### src/rtl/baccarat_dealer.sv
`default_nettype none
// ============================================================================
// Module   : baccarat_dealer
// Purpose  : Sequencing stage of the baccarat engine. Deals cards into the
//            player and dealer hand registers one step at a time, applies
//            the third-card drawing rules and declares the winner from the
//            totals reported back by the external hand scorers.
// Ports    : slow_clock        - sole clock, rising edge
//            resetb            - asynchronous active-low reset
//            step              - advance qualifier (FSM acts only when 1)
//            new_card[3:0]     - card code from the generator
//            pscore/dscore     - player/dealer totals 0-9 from the scorers
//            pcard1..3/dcard1..3 - registered hand cards (0 = blank)
//            player_win/dealer_win - registered result (both high = tie)
//            done              - registered round-complete flag
// Revision : 1.0 - initial release
// ============================================================================
module baccarat_dealer (
  input  logic       slow_clock,
  input  logic       resetb,
  input  logic       step,
  input  logic [3:0] new_card,
  input  logic [3:0] pscore,
  input  logic [3:0] dscore,
  output logic [3:0] pcard1,
  output logic [3:0] pcard2,
  output logic [3:0] pcard3,
  output logic [3:0] dcard1,
  output logic [3:0] dcard2,
  output logic [3:0] dcard3,
  output logic       player_win,
  output logic       dealer_win,
  output logic       done
);

  typedef enum logic [2:0] {
    S_P1    = 3'd0,
    S_D1    = 3'd1,
    S_P2    = 3'd2,
    S_D2    = 3'd3,
    S_NAT   = 3'd4,
    S_BANK  = 3'd5,
    S_SCORE = 3'd6,
    S_DONE  = 3'd7
  } state_t;

  state_t     state;
  state_t     next_state;
  logic       load_p1, load_d1, load_p2, load_d2, load_p3, load_d3;
  logic       latch_result;
  logic [3:0] p3_value;
  logic       bank_draws;

  // Face cards, tens and out-of-range codes count as zero in the table.
  always_comb begin
    p3_value = 4'd0;
    if (pcard3 >= 4'd1 && pcard3 <= 4'd9) p3_value = pcard3;
  end

  // Dealer third-card table, used only after the player has drawn.
  always_comb begin
    bank_draws = 1'b0;
    case (dscore)
      4'd0, 4'd1, 4'd2: bank_draws = 1'b1;
      4'd3:             bank_draws = (p3_value != 4'd8);
      4'd4:             bank_draws = (p3_value >= 4'd2) && (p3_value <= 4'd7);
      4'd5:             bank_draws = (p3_value >= 4'd4) && (p3_value <= 4'd7);
      4'd6:             bank_draws = (p3_value >= 4'd6) && (p3_value <= 4'd7);
      default:          bank_draws = 1'b0;
    endcase
  end

  always_ff @(posedge slow_clock or negedge resetb) begin
    if (!resetb) state <= S_P1;
    else         state <= next_state;
  end

  always_comb begin
    next_state   = state;
    load_p1      = 1'b0;
    load_d1      = 1'b0;
    load_p2      = 1'b0;
    load_d2      = 1'b0;
    load_p3      = 1'b0;
    load_d3      = 1'b0;
    latch_result = 1'b0;
    if (step) begin
      case (state)
        S_P1: begin load_p1 = 1'b1; next_state = S_D1; end
        S_D1: begin load_d1 = 1'b1; next_state = S_P2; end
        S_P2: begin load_p2 = 1'b1; next_state = S_D2; end
        S_D2: begin load_d2 = 1'b1; next_state = S_NAT; end
        S_NAT: begin
          // Third cards are still blank here, so the scores are two-card totals.
          if (pscore >= 4'd8 || dscore >= 4'd8) begin
            next_state = S_SCORE;
          end else if (pscore <= 4'd5) begin
            load_p3    = 1'b1;
            next_state = S_BANK;
          end else begin
            load_d3    = (dscore <= 4'd5);
            next_state = S_SCORE;
          end
        end
        S_BANK: begin
          load_d3    = bank_draws;
          next_state = S_SCORE;
        end
        S_SCORE: begin
          latch_result = 1'b1;
          next_state   = S_DONE;
        end
        S_DONE: next_state = S_DONE;
        default: next_state = S_P1;
      endcase
    end
  end

  always_ff @(posedge slow_clock or negedge resetb) begin
    if (!resetb) begin
      pcard1     <= 4'd0;
      pcard2     <= 4'd0;
      pcard3     <= 4'd0;
      dcard1     <= 4'd0;
      dcard2     <= 4'd0;
      dcard3     <= 4'd0;
      player_win <= 1'b0;
      dealer_win <= 1'b0;
      done       <= 1'b0;
    end else begin
      if (load_p1) pcard1 <= new_card;
      if (load_d1) dcard1 <= new_card;
      if (load_p2) pcard2 <= new_card;
      if (load_d2) dcard2 <= new_card;
      if (load_p3) pcard3 <= new_card;
      if (load_d3) dcard3 <= new_card;
      if (latch_result) begin
        player_win <= (pscore >= dscore);
        dealer_win <= (dscore >= pscore);
        done       <= 1'b1;
      end
    end
  end

endmodule
`default_nettype wire

### config.mk
export PLATFORM = sky130hd
export DESIGN_NAME = baccarat_dealer
export DESIGN_NICKNAME = d
export VERILOG_FILES = /design/src/rtl/baccarat_dealer.sv
export SDC_FILE = /design/constraint.sdc
export NUM_CORES = 1
export LEC_CHECK = 0
export ABC_AREA = 1
export CAP_MARGIN = 30
export CORE_ASPECT_RATIO = 1.5
export CORE_MARGIN = 5
export CORE_UTILIZATION = 41
export CTS_BUF_LIST = sky130_fd_sc_hd__clkbuf_16
export DETAILED_ROUTE_END_ITERATION = 8
export PLACE_DENSITY = 0.83
export SLEW_MARGIN = 25
export SYNTH_ARGS = -nofsm -noshare
export SYNTH_HDL_FRONTEND = slang
export SYNTH_SLANG_ARGS = --single-unit
### constraint.sdc
create_clock -name slow_clock -period 1.25 [get_ports slow_clock]
set_input_delay 0.25 -clock slow_clock [delete_from_list [all_inputs] [get_ports slow_clock]]
set_output_delay 0.25 -clock slow_clock [all_outputs]
set_load 0.01 [all_outputs]
=== Word level (Yosys, flattened, before mapping) ===
Index checks and enable logic that the tools add are counted.

* Register bits after elaboration: 30
* Input bits: 15
* Output and inout bits: 27
* Logic and storage cells: 68

* Magnitude comparators: 12
* Equality and inequality tests: 14
* Mux-type cells: 23
* Reduce and logical (&&, ||, !) cells: 9

{| class="wikitable"
|+ Operator list
! kind !! count
|-
| $pmux W3 S7 || 1
|-
| $mux W1 || 17
|-
| $eq A3 B3 Y1 const B || 4
|-
| $eq A4 B3 Y1 const B || 3
|-
| $le A4 B3 Y1 const B || 3
|-
| $eq A4 B2 Y1 const B || 2
|-
| $ge A4 B3 Y1 const B || 2
|-
| $ge A4 B4 Y1 || 2
|-
| $ge A4 B4 Y1 const B || 2
|-
| $eq A3 B2 Y1 const B || 2
|-
| $pmux W1 S5 || 1
|-
| $eq A4 B1 Y1 const B || 1
|-
| $ge A4 B1 Y1 const B || 1
|-
| $ge A4 B2 Y1 const B || 1
|-
| $le A4 B4 Y1 const B || 1
|-
| $logic_and A1 B1 Y1 || 4
|-
| $logic_not A4 Y1 || 1
|-
| $mux W2 || 2
|-
| $mux W4 || 1
|-
| $ne A4 B4 Y1 const B || 1
|-
| $eq A3 B1 Y1 const B || 1
|-
| $logic_not A3 Y1 || 1
|-
| $reduce_or A3 Y1 || 1
|-
| $pmux W1 S2 || 1
|-
| other kinds (2) || 2
|}

=== Logic depth before layout (Yosys ltp) ===
Gate-level depths: netlist of the first run.

* Word-level depth: 8
* Gate-level depth with buffers: 10
* Gate-level depth less buffers: 10

=== Worst setup path before layout of the first run ===
OpenSTA, ideal clock, no wires.

* Kind: reg-to-reg
* Start point: register state[1]
* End point: register dcard3[0]
* Setup time: 0.117 ns
* Arrival: 1.067 ns
* Data required time: 1.133 ns
* Setup slack: 0.067 ns
* Cell stages (with the launch flop): 9
* Buffers on the path: 0
* Period minus slack after synthesis: 1.183 ns
* Path through: dfrtp_1 > inv_1 > nand2_1 > nor3_1 > nand2_1 > nand2_2 > nand2_1 > nand2_1 > nand2_1

* Longest elaborated chain between the ends: 3
* Elaborated cells between the ends (all ways): 4
* Classes of those cells: eq/ne (2); mux (2)

{| class="wikitable"
|+ Ends and longest elaborated chain
! element !! RTL line !! text
|-
| start: declaration || 47 || <nowiki>state_t state;</nowiki>
|-
| start signal: assignment || 75 || <nowiki>else state <= next_state;</nowiki>
|-
| $eq A3 B3 Y1 || 88 || <nowiki>case (state)</nowiki>
|-
| $pmux W1 S2 * || 88 ||
|-
| $mux W1 * || 87 || <nowiki>if (step) begin</nowiki>
|-
| end signal: assignment || 136 || <nowiki>if (load_d3) dcard3 <= new_card;</nowiki>
|-
| end: declaration || 30 || <nowiki>output logic [3:0] dcard3,</nowiki>
|}

Mark *: on every way between the ends. The rest lies on a longest branch, timed or not.
A chain may end at the register's enable or synchronous reset.

=== Worst setup path in the final report of the first run ===
* Start point: input step
* End point: register dcard2[1]

* Longest elaborated chain between the ends: 1

{| class="wikitable"
|+ Ends and longest elaborated chain
! element !! RTL line !! text
|-
| start: declaration || 21 || <nowiki>input logic step,</nowiki>
|-
| $mux W1 || 87 ||
|-
| end signal: assignment || 134 || <nowiki>if (load_d2) dcard2 <= new_card;</nowiki>
|-
| end: declaration || 29 || <nowiki>output logic [3:0] dcard2,</nowiki>
|}

Every way passes these cells.

==> results of run 1 <==
==> state kept, by name (all words and copies together) (netlist names) <==
name and cells:
pcard2 4, dcard3 4, pcard1 4, dcard1 4, dealer_win 1, player_win 1
done 1, state 3, dcard2 4, pcard3 4
==> power groups by stage <==
stage | Combinational [mW] | Sequential, mW | Clock, mW
2_1_floorplan | 0.0848 | 1.06 | 0
3_3_place_gp | 0.285 | 1.05 | 0
3_5_place_dp | 0.290 | 1.05 | 0
4_1_cts | 0.262 | 1.03 | 1.08
5_1_grt | 0.313 | 1.04 | 1.12
6_report | 0.279 | 1.03 | 1.07
==> metal layers <==
metal / up-vias / track usage, % / part of all wire, % / routed length, µm
li1: 636 / - / - / -
met1: 638 / 17.98 / 37 / 1379
met2: 30 / 29.63 / 57 / 2125
met3: 6 / 4.823 / 3.8 / 141
met4: 0 / 6.961 / 1.8 / 65
met5: - / 0 / 0 / 0
==> cells in the mapped netlist <==
master / instances
nand2_1: 48
ha_1: 4
nand4_1: 2
inv_2: 2
nand2_2: 3
nor2_1: 6
buf_4: 1
o21bai_1: 1
nor3_2: 2
o21ai_0: 23
nand3b_1: 1
inv_1: 19
nor3_1: 2
a21oi_1: 5
nand3_1: 8
a211oi_1: 1
a22oi_1: 1
dfrtp_1: 30
==> timing repair <==
action / CTS / global route
pin swaps: 5 / 12
hold buffers: 0 / 0
resized for setup: 40 / 26
setup buffers: 2 / 2
endpoints found under the hold margin: 0 / 0
gates cloned: 0 / 0
endpoints found under the setup margin: 41 / 29
==> area by class of cell <==
cell class / count / area share (%)
clock inverters: 2 / 0.3525
repair buffers: 56 / 23.38
inverters: 21 / 3.819
clock buffers: 5 / 5.875
well taps: 40 / 2.350
flip-flops and latches: 30 / 35.31
multi-input cells: 107 / 28.91
==> path summary, 6_finish.rpt <==
| kind | from | to | slack [ps] | cells after the start |
|---|---|---|---|---|
| max reg2reg | pcard3[3] | dcard3[1] | 0 | 10 |
| max in group asynchronous | resetb | state[0] | 740 | 2 |
| max | step | dcard2[1] | -30 | 7 |
| min | resetb | dcard2[2] | 340 | 2 |
| min in group slow_clock | dcard3[0] | dcard3[0] | 460 | 2 |
| min reg2reg | dcard3[0] | dcard3[0] | 460 | 2 |
==> per-stage QoR <==
step	setup slack, ps	area, µm²	total power, mW
6_report	-28.34	2130	2.380
5_1_grt	-113.5	2130	2.474
4_1_cts	-20.51	2037	2.379
3_5_place_dp	-465.9	1909	1.340
3_3_place_gp	-419.0	1909	1.334
2_1_floorplan	66.77	1361	1.149
==> kinds of logic (layout without fill, tap and decap cells) <==
kind of cell,Yosys count,count (layout),share of synthesized area (%)
DFF,30,30,55.15
AOI/OAI and AO/OA,31,31,11.95
and+or+nand+nor,72,72,22.89
adders and majority gates,4,4,3.677
buffers and inverters,22,84,6.342
==> flow_summary.toml, run 1 <==
[floorplan]
fp.coreArea_um2 = 3191
die_area_um2 = 4596
placementRows = 25
die_h_um = 80.57
die_w_um = 57.05
start_util_pct = 42.67
pin_count = 42

[drt]
wl_um = 3711
firstDrtPassIters = 4
via_per_inst = 5.019
vias = 1310
wl_per_cell_um = 14.22
drc = 0
drt_iter0_drc = 25
final_antenna_net_count = 0

[power]
p_seq_share_pct = 43.4
leakagePower_nw = 1.150
power.switching_mw = 0.5337
clkPwrFrac_pct = 44.9
p_comb_share_pct = 11.7
swShare_pct = 22.43
powerDensity_nw_per_um2 = 1118
p_int_mw = 1.846
worst_ir_drop_vdd_mv = 1.076

[final_layout]
diodes = 0
regArea_um2 = 752.0
fin_cells = 261
multiInputGateArea_um2 = 615.6
area_growth_syn_to_layout_pct = 56.43
fillCellCount = 272
fin_util_pct = 66.75
drive_gt1_share_pct = 20.36
mostFrequentLayoutCells = "42 x nand2_1, 32 x dlygate4sd2_1, 29 x dfrtp_1, 20 x o21ai_0, 19 x inv_1"
layout_commonest_cell = "nand2_1"
nNetsFinal = 240

[synth]
synthCells = 159
yosysUniqueCellTypes = 18
syn-cell-area_um2 = 1361
synth_top_area_share_pct = 55.15
synth_top_area_cell = "dfrtp_1"
syn-num-nets = 178
synth_seq_area_share_pct = 55.15
yosysWarnings = 0
synth.avg_cell_area_um2 = 8.562
ys_ff_latch = 30
synth.area.top_cells = "dfrtp_1 55%, nand2_1 13%, o21ai_0 8.5%"

[sta]
setup_violations = 4
worst_pin_slew_ps = 248.6
max_slew_margin_pct = 83.43
post-route-period-util_pct = 102.3
slew_viol_final = 0
rsz0062_at_grt = "yes"
fin_setup_tns_ps = -87.48
worst_clock_skew_ps = 2.858
period_minus_slack_ps = 1278
layout_setup_ws_ps = -28.34
hold_viol = 0
hold_slack_ps = 335.8
max_freq_mhz = 782.3

[worst_hold_path]
hp-class = "input pin to asynchronous set/reset pin"

[critical_path]
cp_data_required_time_ps = 1390
critPathBufInv = 3
endpoint_kind = "register"
critical_path_class = "input pin to register"
slowest_delay_ps = 520
critPathLaunchType = "input pin"
cp_slowest_cell = "clkdlybuf4s50_1"
arrival_ps = 1420
crit_chain = "clkdlybuf4s50_1, inv_2, buf_4, nor3_4, nand2_2, nand2_1, o21ai_0"
crit_fanout = 8
cp_top_family = "buffers and inverters"

[grt]
grt_max_degree = 31
grt-ovfl-total = 0
grt_util_all_layers_pct = 16.59
grt_pass1_wl_um = 5802
antenna_found_initial = 0
grt_pass1_vias = 1306

[clock_tree]
clockBufferDepth = 2
path_clk_slew_ps = 50
htreeDepth = 2
tritoncts = "built"
cts_sinks = 30
cts-buffers-inserted = 5
clk_latency_ps = 270
cts_root_buf = "clkbuf_16"

[outcome]
violations = "negative setup slack"
outcome = "complete, but fails checks"

[flow_run]
drv_cap = 0

[place]
hpwl_um = 2560
io_buffers = 41
dp.cells = 250
gp_congestion = 0.8373
No activity file was read; power rests on OpenSTA's default activity.
==> run 2, diff against run 1 <==
CORE_MARGIN = 2   (was 5)
==> flow_summary.toml, run 2 (same netlist as run 1, synthesis figures left out) <==
[floorplan]
placementRows = 25
die_w_um = 51.05
start_util_pct = 43.09
fp.coreArea_um2 = 3159
pin_count = 42
die_area_um2 = 3806
die_h_um = 74.57

[place]
io_buffers = 41
gp_congestion = 0.8088
dpl_cell_area_um2 = 1917
dp.cells = 251
hpwl_um = 2556

[grt]
grt-ovfl-total = 0
grt_max_degree = 31
grt_pass1_vias = 1265
antenna_found_initial = 0
grt_util_all_layers_pct = 21.05
grt_pass1_wl_um = 5630

[power]
clkPwrFrac_pct = 45.7
powerDensity_nw_per_um2 = 1152
p_int_mw = 1.860
swShare_pct = 23.26
leakagePower_nw = 1.131
power.switching_mw = 0.5639
p_comb_share_pct = 11.6
p_seq_share_pct = 42.6
worst_ir_drop_vdd_mv = 1.003

[clock_tree]
path_clk_slew_ps = 50
cts_sinks = 30
tritoncts = "built"
htreeDepth = 2
clk_latency_ps = 280
cts_root_buf = "clkbuf_16"
cts-buffers-inserted = 5
clockBufferDepth = 2

[sta]
fin_setup_tns_ps = -5.522
layout_setup_ws_ps = -5.511
post-route-period-util_pct = 100.4
worst_pin_slew_ps = 287.5
max_slew_margin_pct = 80.78
setup_violations = 2
hold_viol = 0
hold_slack_ps = 332.5
max_freq_mhz = 796.5
period_minus_slack_ps = 1256
rsz0062_at_grt = "yes"
worst_clock_skew_ps = 5.913
slew_viol_final = 0

[final_layout]
design_area_um2 = 2103
drive_gt1_share_pct = 18.55
nNetsFinal = 239
layout_commonest_cell = "nand2_1"
fin_util_pct = 66.57
area_growth_syn_to_layout_pct = 54.50
mostFrequentLayoutCells = "42 x nand2_1, 33 x dlygate4sd2_1, 30 x dfrtp_1, 20 x o21ai_0, 17 x inv_1"
fin_cells = 261
diodes = 0

[flow_run]
drv_cap = 0

[drt]
via_per_inst = 5.050
firstDrtPassIters = 4
final_antenna_net_count = 0
drc = 0
wl_um = 3688
drt_iter0_drc = 22
vias = 1318
wl_per_cell_um = 14.13

[critical_path]
critical_path_class = "register to register"
crit_fanout = 5
slowest_delay_ps = 400
cp_data_required_time_ps = 1410
crit_chain = "nor2_1, nand2_1, nand2_1, nand2_1, nand3_2, nand2_2, nand2_4, nand2_4, nand2_1, nand2_1"
endpoint_kind = "register"
cp_common_cell = "nand2_1"
arrival_ps = 1420
critPathLaunchType = "register"
cp_slowest_cell = "dfrtp_1"

[outcome]
outcome = "complete, but fails checks"
violations = "negative setup slack"

[worst_hold_path]
hp-class = "input pin to asynchronous set/reset pin"
run 2: changes by cell type in the layout (fill, tap and decap cells not counted), sizes merged:
cell / delta
clkdlybuf4s50: -1
clkdlybuf4s15: +1
dlygate4sd2: +1
inv: -1
clkinv: +2
buf: -1
clkbuf: -1
run 2: power groups by stage:
stage	Clock, mW	Combinational (mW)	Sequential [mW]
CTS	1.13	0.270	1.03
global placement	0	0.283	1.05
floorplan	0	0.0848	1.06
detailed placement	0	0.290	1.05
finish	1.11	0.282	1.03
global route	1.18	0.311	1.04
run 2: metrics by stage:
| stage | power, mW | setup WS, ps |
|---|---|---|
| after floorplan | 1.149 | 66.77 |
| after CTS | 2.432 | 0.1773 |
| after global routing | 2.530 | -120.3 |
| after global placement | 1.333 | -421.5 |
| after detailed placement | 1.340 | -467.4 |
| final | 2.424 | -5.511 |
run 2: layout make-up:
type / instances / area (µm²)
Inverter: 21 / 78.83
Fill cell: 269 / 1056
Tap cell: 40 / 50.05
Clock buffer: 5 / 125.1
Timing Repair Buffer: 55 / 486.7
Sequential cell: 30 / 750.7
Multi-Input combinational cell: 107 / 599.3
Clock inverter: 3 / 12.51
run 2: worst paths after layout:
kind | startpoint | to | slack [ps] | depth (start not counted)
min reg2reg | done | done | 460 | 2
max in group asynchronous | resetb | dcard3[0] | 750 | 2
min in group slow_clock | done | done | 460 | 2
min | resetb | dcard2[2] | 330 | 2
max | pcard3[3] | dcard3[1] | -6 | 10
max reg2reg | pcard3[3] | dcard3[1] | -6 | 10
run 2: routing by layer:
metal	vias up	GRT usage, %	routed length, µm
met2	33	39.11	2051
met4	0	13.21	107
met1	636	20.53	1329
met3	10	5.020	199
li1	639	-	-
met5	-	0	0
run 2: repair_timing:
action | 4_1_cts | 5_1_grt
setup buffers | 1 | 1
hold endpoints to repair | 0 | 0
hold buffers | 0 | 0
pin swaps | 3 | 8
gates resized for setup | 43 | 15
setup endpoints to repair | 44 | 26
run 2: critical path, delay by kind of cell, from the launching register on:
family	cells	cell delay, ps
flops	1	400
simple gates	10	740
==> run 3, diff against run 2 <==
ABC_AREA = default   (was 1)
CORE_MARGIN = default   (was 2)
==> flow_summary.toml, run 3 <==
[critical_path]
endpoint_kind = "register"
cp_data_required_time_ps = 1410
critical_path_class = "register to register"
crit_fanout = 4
r2r_slack_ps = -380
reg2reg_to = "dcard3[1]"
arrival_ps = 1790
worst-r2r-cell-count = 6
r2r_start = "pcard3[2]"
critPathLaunchType = "register"

[final_layout]
fillCellCount = 207
fin_cells = 218
layout_commonest_cell = "dlygate4sd2_1"
area_growth_syn_to_layout_pct = 73.02
design_area_um2 = 2384
diodes = 0
mostFrequentLayoutCells = "29 x dlygate4sd2_1, 28 x dfrtp_1, 16 x mux2_4, 14 x buf_4, 10 x buf_6"
drive_gt1_share_pct = 49.44
nNetsFinal = 196

[floorplan]
die_h_um = 72.99
start_util_pct = 43.18
fp.coreArea_um2 = 3191
die_w_um = 49.33
die_area_um2 = 3601
placementRows = 25
pin_count = 42

[clock_tree]
cts_root_buf = "clkbuf_16"
htreeDepth = 2
clk_latency_ps = 280
cts_sinks = 30
path_clk_slew_ps = 60
tritoncts = "built"
clockBufferDepth = 2
cts-buffers-inserted = 5

[synth]
synth_top_area_cell = "dfrtp_1"
syn-cell-area_um2 = 1378
synth_xor_area_share_pct = 0
synthMuxAreaShare_pct = 19.62
synth.avg_cell_area_um2 = 12.87
synth_top_family_by_area = "multiplexers"
ys_ff_latch = 30
synth.area.top_cells = "dfrtp_1 54%, mux2_2 20%, ha_1 3.6%"
synth-compound-area-share_pct = 6.176
ys.flop_type = "dfrtp_1"
synth_edf_count = 0
yosysWarnings = 0
yosysMostFrequentCell = "dfrtp_1"
synth_seq_area_share_pct = 54.50
synth_top_area_share_pct = 54.50
synth_common_cells = "30 x dfrtp_1, 24 x mux2_2, 9 x nand2_1"
yosysUniqueCellTypes = 24
synthAdderAreaFrac_pct = 3.633
synthCells = 107
syn-num-nets = 126
synthSimpleGateAreaFrac_pct = 14.26
synthArstFlopShare_pct = 100.0

[sta]
rsz0062_at_grt = "yes"
max_freq_mhz = 612.5
max_slew_margin_pct = 77.92
post-route-period-util_pct = 130.6
setup_violations = 28
worst_clock_skew_ps = 6.295
hold_slack_ps = 317.7
worst_pin_slew_ps = 330.1
fin_setup_tns_ps = -5334
period_minus_slack_ps = 1633
slew_viol_final = 0
hold_viol = 0
layout_setup_ws_ps = -382.6

[outcome]
violations = "negative setup slack"
outcome = "complete, but fails checks"

[grt]
antenna_found_initial = 0
use_met2_pct = 50.53
grt_util_all_layers_pct = 26.32
busiest_layer = "met2"
grt-ovfl-total = 0
grt_pass1_vias = 1265
use_met3_pct = 5.208
grt_max_degree = 31
grt_pass1_wl_um = 6582
use_met1_pct = 25.51

[drt]
final_antenna_net_count = 0
drc = 0
via_per_inst = 5.307
vias = 1157
wl_per_cell_um = 20.10
firstDrtPassIters = 4
drt_iter0_drc = 21
wl_um = 4381

[place]
dp.cells = 200
io_buffers = 41
dpl_cell_area_um2 = 2011
hpwl_um = 2454
gp_congestion = 0.8314

[flow_run]
drv_cap = 0

[power]
total_power_mw = 4.425
worst_ir_drop_vdd_mv = 1.666
powerDensity_nw_per_um2 = 1856
leakagePower_nw = 1.153

[worst_hold_path]
hp-class = "input pin to asynchronous set/reset pin"
==> run 3: cell count changes after synthesis, moves of 3 or more <==
cell and change:
nand2b_1 +4, inv_1 -15, o21ai_0 -19, nor2b_1 +3, nand3_1 -8, nand2_1 -39
mux2_2 +24
==> run 3: what timing repair did <==
item                       4_1_cts  5_1_grt
resized for setup               82        9
buffers inserted                10        2
setup endpoints to repair       55       30
pin swaps                       11        7
hold buffers                     0        0
==> run 3: stage by stage <==
step,utilization (%),setup WS (ps)
floorplan,-,-284.4
global placement,63.02,-644.7
detailed placement,63.02,-753.6
CTS,73.25,-386.2
global route,74.71,-419.2
finish,74.71,-382.6
==> run 3: routing by layer <==
metal	share of wire, %	up-vias
li1	-	519
met1	37	587
met2	57	39
met3	3.8	12
met4	2.6	0
met5	0	-
==> run 3: cell families (layout without fill, tap and decap cells) <==
logic type / after synthesis / count (layout)
AOI/OAI and AO/OA: 13 / 13
DFF: 30 / 30
buffers and inverters: 6 / 77
and+or+nand+nor: 30 / 30
adders and majority gates: 4 / 4
muxes: 24 / 24
==> run 3: layout make-up <==
type	count	area, µm²	share of cell area (%)
Clock buffer	5	125.1	5.249
Clock inverter	3	45.04	1.890
Inverter	4	15.01	0.6299
Multi-Input combinational cell	71	792.0	33.23
Sequential cell	30	753.2	31.60
Tap cell	40	50.05	2.100
Timing Repair Buffer	65	603.1	25.30
==> run 3: worst max-delay path: stages, from the launching register on <==
cell and delay, ps:
dfrtp_1 400, nand2b_4 180, a31oi_4 160, o21ai_2 80
a22oi_2 220, buf_6 160, mux2_4 300
==> run 3: how the worst max path moves through the flow <==
stage          startpoint         to  slack (ps)  depth (start not counted)
2_1_floorplan   pcard3[2]  dcard3[0]        -280                          5
3_3_place_gp    dscore[1]  dcard3[2]        -640                          7
3_5_place_dp    dscore[1]  dcard3[1]        -750                          7
4_1_cts         pcard3[2]  dcard3[1]        -390                          6
5_1_grt         pcard3[2]  dcard3[1]        -420                          6
6_report        pcard3[2]  dcard3[1]        -380                          6
==> run 3: where the power goes <==
| group | internal, mW | leakage (nW) | switching, mW |
|---|---|---|---|
| Combinational | 0.863 | 0.716 | 0.602 |
| Clock | 0.938 | 0.0760 | 0.470 |
| Sequential | 1.32 | 0.361 | 0.235 |
